$ cat config.mk
export PLATFORM = sky130hd
export DESIGN_NAME = clock_core_param
export DESIGN_NICKNAME = d
export VERILOG_FILES = /design/src/rtl/clock_core_param.sv
export SDC_FILE = /design/constraint.sdc
export NUM_CORES = 1
export LEC_CHECK = 0
export ABC_AREA = 1
export BUFFER_PORTS_ARGS = -buffer_cell sky130_fd_sc_hd__buf_2
export CORE_MARGIN = 2
export CORE_UTILIZATION = 45
export DETAILED_ROUTE_END_ITERATION = 8
export PLACE_DENSITY = 0.64
export SLEW_MARGIN = 20
export SYNTH_ARGS = -nofsm -noshare
export SYNTH_HDL_FRONTEND = slang
export SYNTH_SLANG_ARGS = --single-unit
$ cat constraint.sdc
create_clock -name i_clk -period 2 [get_ports i_clk]
set_clock_uncertainty 0.05 [all_clocks]
set_input_delay 0.4 -clock i_clk [delete_from_list [all_inputs] [get_ports i_clk]]
set_output_delay 0.4 -clock i_clk [all_outputs]
set_load 0.1 [all_outputs]
$ cat src/rtl/clock_core_param.sv
// clock_core_param: BCD hh:mm:ss timekeeper with a CLK_HZ prescaler, manual set under hold
// and optional 12-hour display. Define CLOCK_CORE_ALARM_EN to add the hh:mm alarm.
module clock_core_param #(
  parameter int unsigned CLK_HZ  = 50000000,
  parameter int unsigned HOUR_12 = 0
) (
  input  logic       i_clk,
  input  logic       i_rst_n,
  input  logic       i_hold,
  input  logic [1:0] i_sel,
  input  logic       i_inc,
`ifdef CLOCK_CORE_ALARM_EN
  input  logic       i_alm_en,
  input  logic [7:0] i_alm_hr_bcd,
  input  logic [7:0] i_alm_min_bcd,
  output logic       o_alarm,
`endif
  output logic [7:0] o_sec_bcd,
  output logic [7:0] o_min_bcd,
  output logic [7:0] o_hr_bcd,
  output logic       o_pm,
  output logic       o_tick
);

  localparam int unsigned   PW      = (CLK_HZ > 1) ? $clog2(CLK_HZ) : 1;
  localparam logic [PW-1:0] PRE_MAX = PW'(CLK_HZ - 1);
  localparam logic [7:0]    HR_RST  = (HOUR_12 != 0) ? 8'h12 : 8'h00;

  logic [PW-1:0] presc_q, presc_d;
  logic          tick_c, tick_q;
  logic [7:0]    sec_q, sec_d, min_q, min_d, hr_q, hr_d;
  logic [7:0]    hr_disp_q, hr_disp_d;
  logic          pm_q, pm_d;
  logic [8:0]    sec_inc, min_inc;
  logic [7:0]    hr_inc;

  // {wrap, next} for a 00..59 BCD field
  function automatic logic [8:0] inc_mod60(input logic [7:0] v);
    if (v[3:0] == 4'd9) begin
      if (v[7:4] == 4'd5) return {1'b1, 8'h00};
      return {1'b0, v[7:4] + 4'd1, 4'd0};
    end
    return {1'b0, v[7:4], v[3:0] + 4'd1};
  endfunction

  function automatic logic [7:0] inc_mod24(input logic [7:0] v);
    if (v == 8'h23)     return 8'h00;
    if (v[3:0] == 4'd9) return {v[7:4] + 4'd1, 4'd0};
    return {v[7:4], v[3:0] + 4'd1};
  endfunction

  // {pm, display hour} straight from the BCD hour, avoiding a binary round trip
  function automatic logic [8:0] to_12h(input logic [7:0] h);
    logic [8:0] r;
    case (h)
      8'h00:   r = {1'b0, 8'h12};
      8'h12:   r = {1'b1, 8'h12};
      8'h20:   r = {1'b1, 8'h08};
      8'h21:   r = {1'b1, 8'h09};
      8'h22:   r = {1'b1, 8'h10};
      8'h23:   r = {1'b1, 8'h11};
      default: r = (h > 8'h12) ? {1'b1, h - 8'h12} : {1'b0, h};
    endcase
    return r;
  endfunction

  assign sec_inc = inc_mod60(sec_q);
  assign min_inc = inc_mod60(min_q);
  assign hr_inc  = inc_mod24(hr_q);

  always_comb begin
    presc_d = presc_q;
    tick_c  = 1'b0;
    sec_d   = sec_q;
    min_d   = min_q;
    hr_d    = hr_q;
    if (i_hold) begin
      presc_d = '0;
      if (i_inc) begin
        case (i_sel)
          2'b01:   sec_d = sec_inc[7:0];
          2'b10:   min_d = min_inc[7:0];
          2'b11:   hr_d  = hr_inc;
          default: ;
        endcase
      end
    end else if (presc_q == PRE_MAX) begin
      presc_d = '0;
      tick_c  = 1'b1;
      sec_d   = sec_inc[7:0];
      if (sec_inc[8]) begin
        min_d = min_inc[7:0];
        if (min_inc[8]) hr_d = hr_inc;
      end
    end else begin
      presc_d = presc_q + 1'b1;
    end
  end

  // Display hour is registered from the next-state hour so it moves with the counters
  always_comb begin
    pm_d      = 1'b0;
    hr_disp_d = hr_d;
    if (HOUR_12 != 0) {pm_d, hr_disp_d} = to_12h(hr_d);
  end

  always_ff @(posedge i_clk or negedge i_rst_n) begin
    if (!i_rst_n) begin
      presc_q   <= '0;
      tick_q    <= 1'b0;
      sec_q     <= '0;
      min_q     <= '0;
      hr_q      <= '0;
      hr_disp_q <= HR_RST;
      pm_q      <= 1'b0;
    end else begin
      presc_q   <= presc_d;
      tick_q    <= tick_c;
      sec_q     <= sec_d;
      min_q     <= min_d;
      hr_q      <= hr_d;
      hr_disp_q <= hr_disp_d;
      pm_q      <= pm_d;
    end
  end

  assign o_sec_bcd = sec_q;
  assign o_min_bcd = min_q;
  assign o_hr_bcd  = hr_disp_q;
  assign o_pm      = pm_q;
  assign o_tick    = tick_q;

`ifdef CLOCK_CORE_ALARM_EN
  logic alarm_q, alarm_d;

  // Compare against next-state time so the alarm rises with the minute it matches
  assign alarm_d = i_alm_en && !i_hold && (hr_d == i_alm_hr_bcd) && (min_d == i_alm_min_bcd);

  always_ff @(posedge i_clk or negedge i_rst_n) begin
    if (!i_rst_n) alarm_q <= 1'b0;
    else          alarm_q <= alarm_d;
  end

  assign o_alarm = alarm_q;
`endif

endmodule

Word-level counts from Yosys, hierarchy flattened
Index checks and enable logic that the tools add are counted.
- memories kept: 0
- memory bits (read-only): 0
- bits in latches: 0
- register bits after elaboration: 51
- bits of input ports: 6
- RAM bits: 0
- bitwise logic cells: 0
- shift operators: 0
- reductions and logical operators: 6
- divide/modulo/power cells: 0
- eq/ne operators: 14
- multiplexer cells: 40
- add/sub/neg operators: 7
- magnitude comparators: 0
- multipliers: 0
- operator list (kind ; number):
    $mux 8 ; 19
    $mux 9 ; 8
    $mux 26 ; 2
    $add 26x1->26 const B ; 1
    $eq 26x26->1 const B ; 1
    $add 4x1->4 const B ; 6
    $eq 4x4->1 const B ; 3
    $mux 1 ; 11
    $eq 4x3->1 const B ; 2
    $eq 8x6->1 const B ; 1
    $ne 2x1->1 const B ; 4
    $reduce_bool 2->1 ; 3
    $reduce_and 5->1 ; 1
    $eq 2x2->1 const B ; 2
    $reduce_and 4->1 ; 1
    $reduce_and 3->1 ; 1
    $eq 2x1->1 const B ; 1

Logic depth before layout (Yosys ltp)
- depth in word-level cells: 10
- gate-level depth with buffers: 11
- mapped depth without buffers: 10

Worst setup path after synthesis
Ideal clock, no wire load.
- path kind: reg-to-reg
- from: register, netlist name o_hr_bcd[0]
- to: register hr_disp_q[4] (netlist: o_hr_bcd[4])
- stages on the path, launching flop included: 9
- data required time: 1827 ps
- arrival time: 2004 ps
- period minus slack after synthesis: 2176 ps
- path slack: -176 ps
- path through: dfrtp_1 ha_1 nand3b_1 nand2_1 nand2_1 a21oi_4 nand2_4 nand2_1 nand2_1
- RTL lines (what ; RTL line ; text):
    end signal: assignment ; 122 ; hr_disp_q <= hr_disp_d;
    end: declaration ; 32 ; logic [7:0] hr_disp_q, hr_disp_d;

Worst setup path in the final report
- from: register presc_q[0]
- to: register min_q[3] (netlist: o_min_bcd[3])
- word-level cells in the longest chain between the ends: 3
- ends and longest elaborated chain (what ; RTL line ; text):
    start: declaration ; 29 ; logic [PW-1:0] presc_q, presc_d;
    start signal: assignment ; 117 ; presc_q <= presc_d;
    $eq 26x26->1 ; 87 ; end else if (presc_q == PRE_MAX) begin
    $reduce_bool 2->1 (no line) ; -- ;
    $reduce_and 4->1 (no line) ; -- ;
    end signal: assignment ; 120 ; min_q <= min_d;
    end: declaration ; 31 ; logic [7:0] sec_q, sec_d, min_q, min_d, hr_q, hr_d;
Every way passes these cells.
A chain may end at the register's enable or synchronous reset.

==> impl_metrics.py <==
metrics = {
    "run_status": {
        "outcome": "finished clean",
    },
    "sta": {
        "maxSlewViolCount": 0,
        "worst_slack_ns": 0.185,
        "final.period_utilization_pct": 90.8,
        "final_period_minus_worst_setup_slack_ns": 1.82,
        "report.final.setup_viol": 0,
        "rsz0062_at_grt": "false",
        "final.hold.worst_slack_ns": 0.0246,
        "achievable-frequency_ghz": 0.551,
        "finalHoldViolCount": 0,
        "setup_tns_ns": 0,
    },
    "critical_path": {
        "worst_setup_path_end_kind": "flip-flop",
        "critical_path.reg2reg.endpoint": "o_min_bcd[3]",
        "ff2ff_path_depth": 10,
        "setup.worst_path.end": "o_min_bcd[3]",
        "regToRegSetupSlack_ns": 0.18,
        "worstPathMaxFanout": 12,
        "critical-path-slowest-cell": "sky130_fd_sc_hd__dfrtp_1",
        "path_delay_family": "simple AND/OR/NAND/NOR gates",
        "worstPathBufferInverterCount": 0,
        "worstSetupStartpointType": "flip-flop",
        "worst-endpoint-arrival_ns": 1.95,
        "worstSetupStartpoint": "presc_q[0]",
        "worstPathRequired_ns": 2.14,
        "worstPathCellList": "ha_1 -> nand2_2 -> nor2_2 -> nand2_1 -> nor2_4 -> nand3_4 -> nand2_4 -> nand2_2 -> nand2_1 -> o21ai_1",
        "delay_contributed_by_the_slowest_stage_of_the_critical_path_ns": 0.42,
        "worst_flop_to_flop_path_startpoint": "presc_q[0]",
        "type_of_the_worst_setup_path": "flip-flop to flip-flop",
        "cp.depth": 10,
    },
    "clocking": {
        "cts_max_level": 2,
        "clock_tree_from_tritoncts": "yes",
        "cts_setup_buffers": 0,
        "cts.path.max_buffers": 2,
        "numCtsBuffers": 5,
        "clock_latency_ns": 0.30,
        "cts_root_buf": "sky130_fd_sc_hd__clkbuf_8",
        "cts_sinks": 51,
        "cts_resized": 0,
        "cts_hold_buf": 0,
        "clk_pin_slew_ns": 0.09,
    },
    "cells_and_area": {
        "antenna_cells_inserted": 0,
        "final_layout_size_suffix_gt1_share_pct": 19.8,
        "area_growth_syn_to_layout_pct": 12.1,
        "final_core_utilization_pct": 51.9,
        "final_cells": 551,
        "fill_cells": 665,
        "finish.net_count": 465,
    },
    "grt": {
        "grt_first_pass_wirelength_um": 12000,
        "antenna_found_initial": 0,
        "track_usage_pct": 19.6,
        "number_of_global_route_vias_before_repair": 2623,
        "grt_start_max_net_pins": 52,
        "remaining_overflow_grt": 0,
    },
    "floorplan": {
        "die-height_um": 87.6,
        "core_area_um2": 6790,
        "effective_utilization_at_floorplan_pct": 46.3,
        "dieWidth_um": 87.6,
        "num_io_pins": 32,
        "rows": 30,
        "fp.dieArea_um2": 7670,
    },
    "synthesis": {
        "synth.top_cells.by_area": "sky130_fd_sc_hd__dfrtp_1 41%, sky130_fd_sc_hd__nand2_1 13%, sky130_fd_sc_hd__nor2_1 7.5%, sky130_fd_sc_hd__nand3_1 4.8%, sky130_fd_sc_hd__inv_1 4.3%",
        "netlist.area_leader.share_pct": 40.6,
        "ys.warnings.count": 0,
        "yosysSeqAreaShare_pct": 40.6,
        "ys_seq_elements": 51,
        "synth.lib_cells_used.distinct": 39,
        "synth_fp_nets": 427,
        "postSynthCellCount": 416,
        "synth_area_per_cell_um2": 7.56,
        "synthDominantAreaCellType": "sky130_fd_sc_hd__dfrtp_1",
        "synth.cell_area_um2": 3150,
    },
    "placed_design": {
        "placed_cells": 543,
        "port_buffers": 30,
        "gp_routability_congestion": 0.861,
        "placed_wire_length_estimate_after_detailed_placement_um": 5120,
        "dp_worst_setup_slack_ns": 0.189,
    },
    "power": {
        "total_leakage_power_uw": 0.00154,
        "ir_worst_vdd_mv": 0.324,
        "power_density_cells_nw_per_um2": 808,
    },
    "route": {
        "routedWlPerCell_um": 12.5,
        "antenna_left": 0,
        "routed_wirelength_um": 6880,
        "route.detailed.vias_per_inst": 4.99,
        "drc": 0,
        "vias": 2751,
        "detail_route.first_pass.iterations": 4,
        "drt-initial-drc-count": 141,
    },
    "worst_hold_path": {
        "hold_class": "input pin to async pin",
    },
    "flow_run": {
        "cap_viol_max_count": 0,
    },
}
[cell type report]
| type | instances | area (µm²) | area share, % |
|---|---|---|---|
| clock inverter | 1 | 5.00 | 0.142 |
| inverter | 44 | 165 | 4.68 |
| tap | 96 | 120 | 3.41 |
| sequential | 51 | 1290 | 36.5 |
| multi-input combinational | 316 | 1670 | 47.2 |
| clock buffer | 7 | 76.3 | 2.16 |
| timing repair buffer | 36 | 208 | 5.89 |
[layer usage]
layer	up-vias	wire, µm	track usage, %
li1	1415	-	-
met1	1261	3280	27.0
met2	65	3250	31.5
met3	10	251	4.34
met4	0	100	4.76
met5	-	0	0
[through the flow]
| stage | power (µW) | area [µm²] |
|---|---|---|
| after floorplan | 2100 | 3160 |
| after CTS | 2880 | 3530 |
| after global routing | 2990 | 3530 |
| final | 2850 | 3530 |
| after global placement | 2270 | 3450 |
| after detailed placement | 2290 | 3450 |
[power by group]
group,switching (µW),leakage [µW],total (µW),internal (µW)
Combinational,840,0.000808,1020,184
Clock,341,0.0000422,588,247
Sequential,114,0.000685,1240,1120
[registers in the layout, summed over array words and instances (netlist names)]
register   cells
presc_q       26
o_hr_bcd       8
o_tick         1
o_sec_bcd      8
o_min_bcd      8
[synth_stat cells, drive strengths merged]
library cell and instances:
clkbuf 1, or3b 1, nand3b 2, nor3 14, inv 43, buf 4, nor4 1, ha 5
o21ai 14, conb 1, a31oi 2, nor2 73, dfrtp 51, xor2 13, o21bai 1, nand2 113
or2 4, nand3 34, a211oi 1, xnor2 2, nor3b 7, o31ai 1, clkinv 1, a21oi 9
o21a 1, nand4 17
[kinds of logic after synthesis]
logic type | count (synthesis) | synth area share [%]
AOI/OAI and AO/OA | 29 | 5.81
xor gates and xnor gates | 15 | 4.18
buffers and inverters | 49 | 6.48
and+or+nand+nor | 266 | 40.9
other | 1 | 0.119
DFF | 51 | 40.6
adders and majority gates | 5 | 1.99
[worst min path at each step]
stage / slack [ns] / cells past startpoint / to / from
2_1_floorplan: 0.05 / 0 / o_hr_bcd[0] / i_rst_n
4_1_cts: 0.03 / 2 / o_sec_bcd[6] / i_rst_n
6_report: 0.02 / 2 / o_sec_bcd[2] / i_rst_n
3_3_place_gp: 0.36 / 2 / o_sec_bcd[2] / i_rst_n
5_1_grt: 0.03 / 2 / o_sec_bcd[6] / i_rst_n
3_5_place_dp: 0.37 / 2 / o_sec_bcd[2] / i_rst_n
[layout by cell type (no fill, tap or decap), types with 3 or more instances in the layout]
master and count:
sky130_fd_sc_hd__nand3_1 30, sky130_fd_sc_hd__nor2_1 63, sky130_fd_sc_hd__buf_2 30, sky130_fd_sc_hd__nor3_1 13
sky130_fd_sc_hd__buf_4 5, sky130_fd_sc_hd__o21ai_0 3, sky130_fd_sc_hd__dfrtp_1 42, sky130_fd_sc_hd__inv_1 36
sky130_fd_sc_hd__nand2_1 105, sky130_fd_sc_hd__nor2_2 4, sky130_fd_sc_hd__nand2_2 5, sky130_fd_sc_hd__dfrtp_2 9
sky130_fd_sc_hd__clkbuf_8 5, sky130_fd_sc_hd__nor3b_1 5, sky130_fd_sc_hd__o21ai_1 11, sky130_fd_sc_hd__nand4_1 17
sky130_fd_sc_hd__inv_2 7, sky130_fd_sc_hd__or2_2 4, sky130_fd_sc_hd__a21oi_1 8, sky130_fd_sc_hd__nand3_2 3
sky130_fd_sc_hd__nor2_4 6, sky130_fd_sc_hd__nand2_4 3, sky130_fd_sc_hd__xor2_1 13, sky130_fd_sc_hd__ha_1 5
Note: power is estimated with default switching activity, not from simulation.
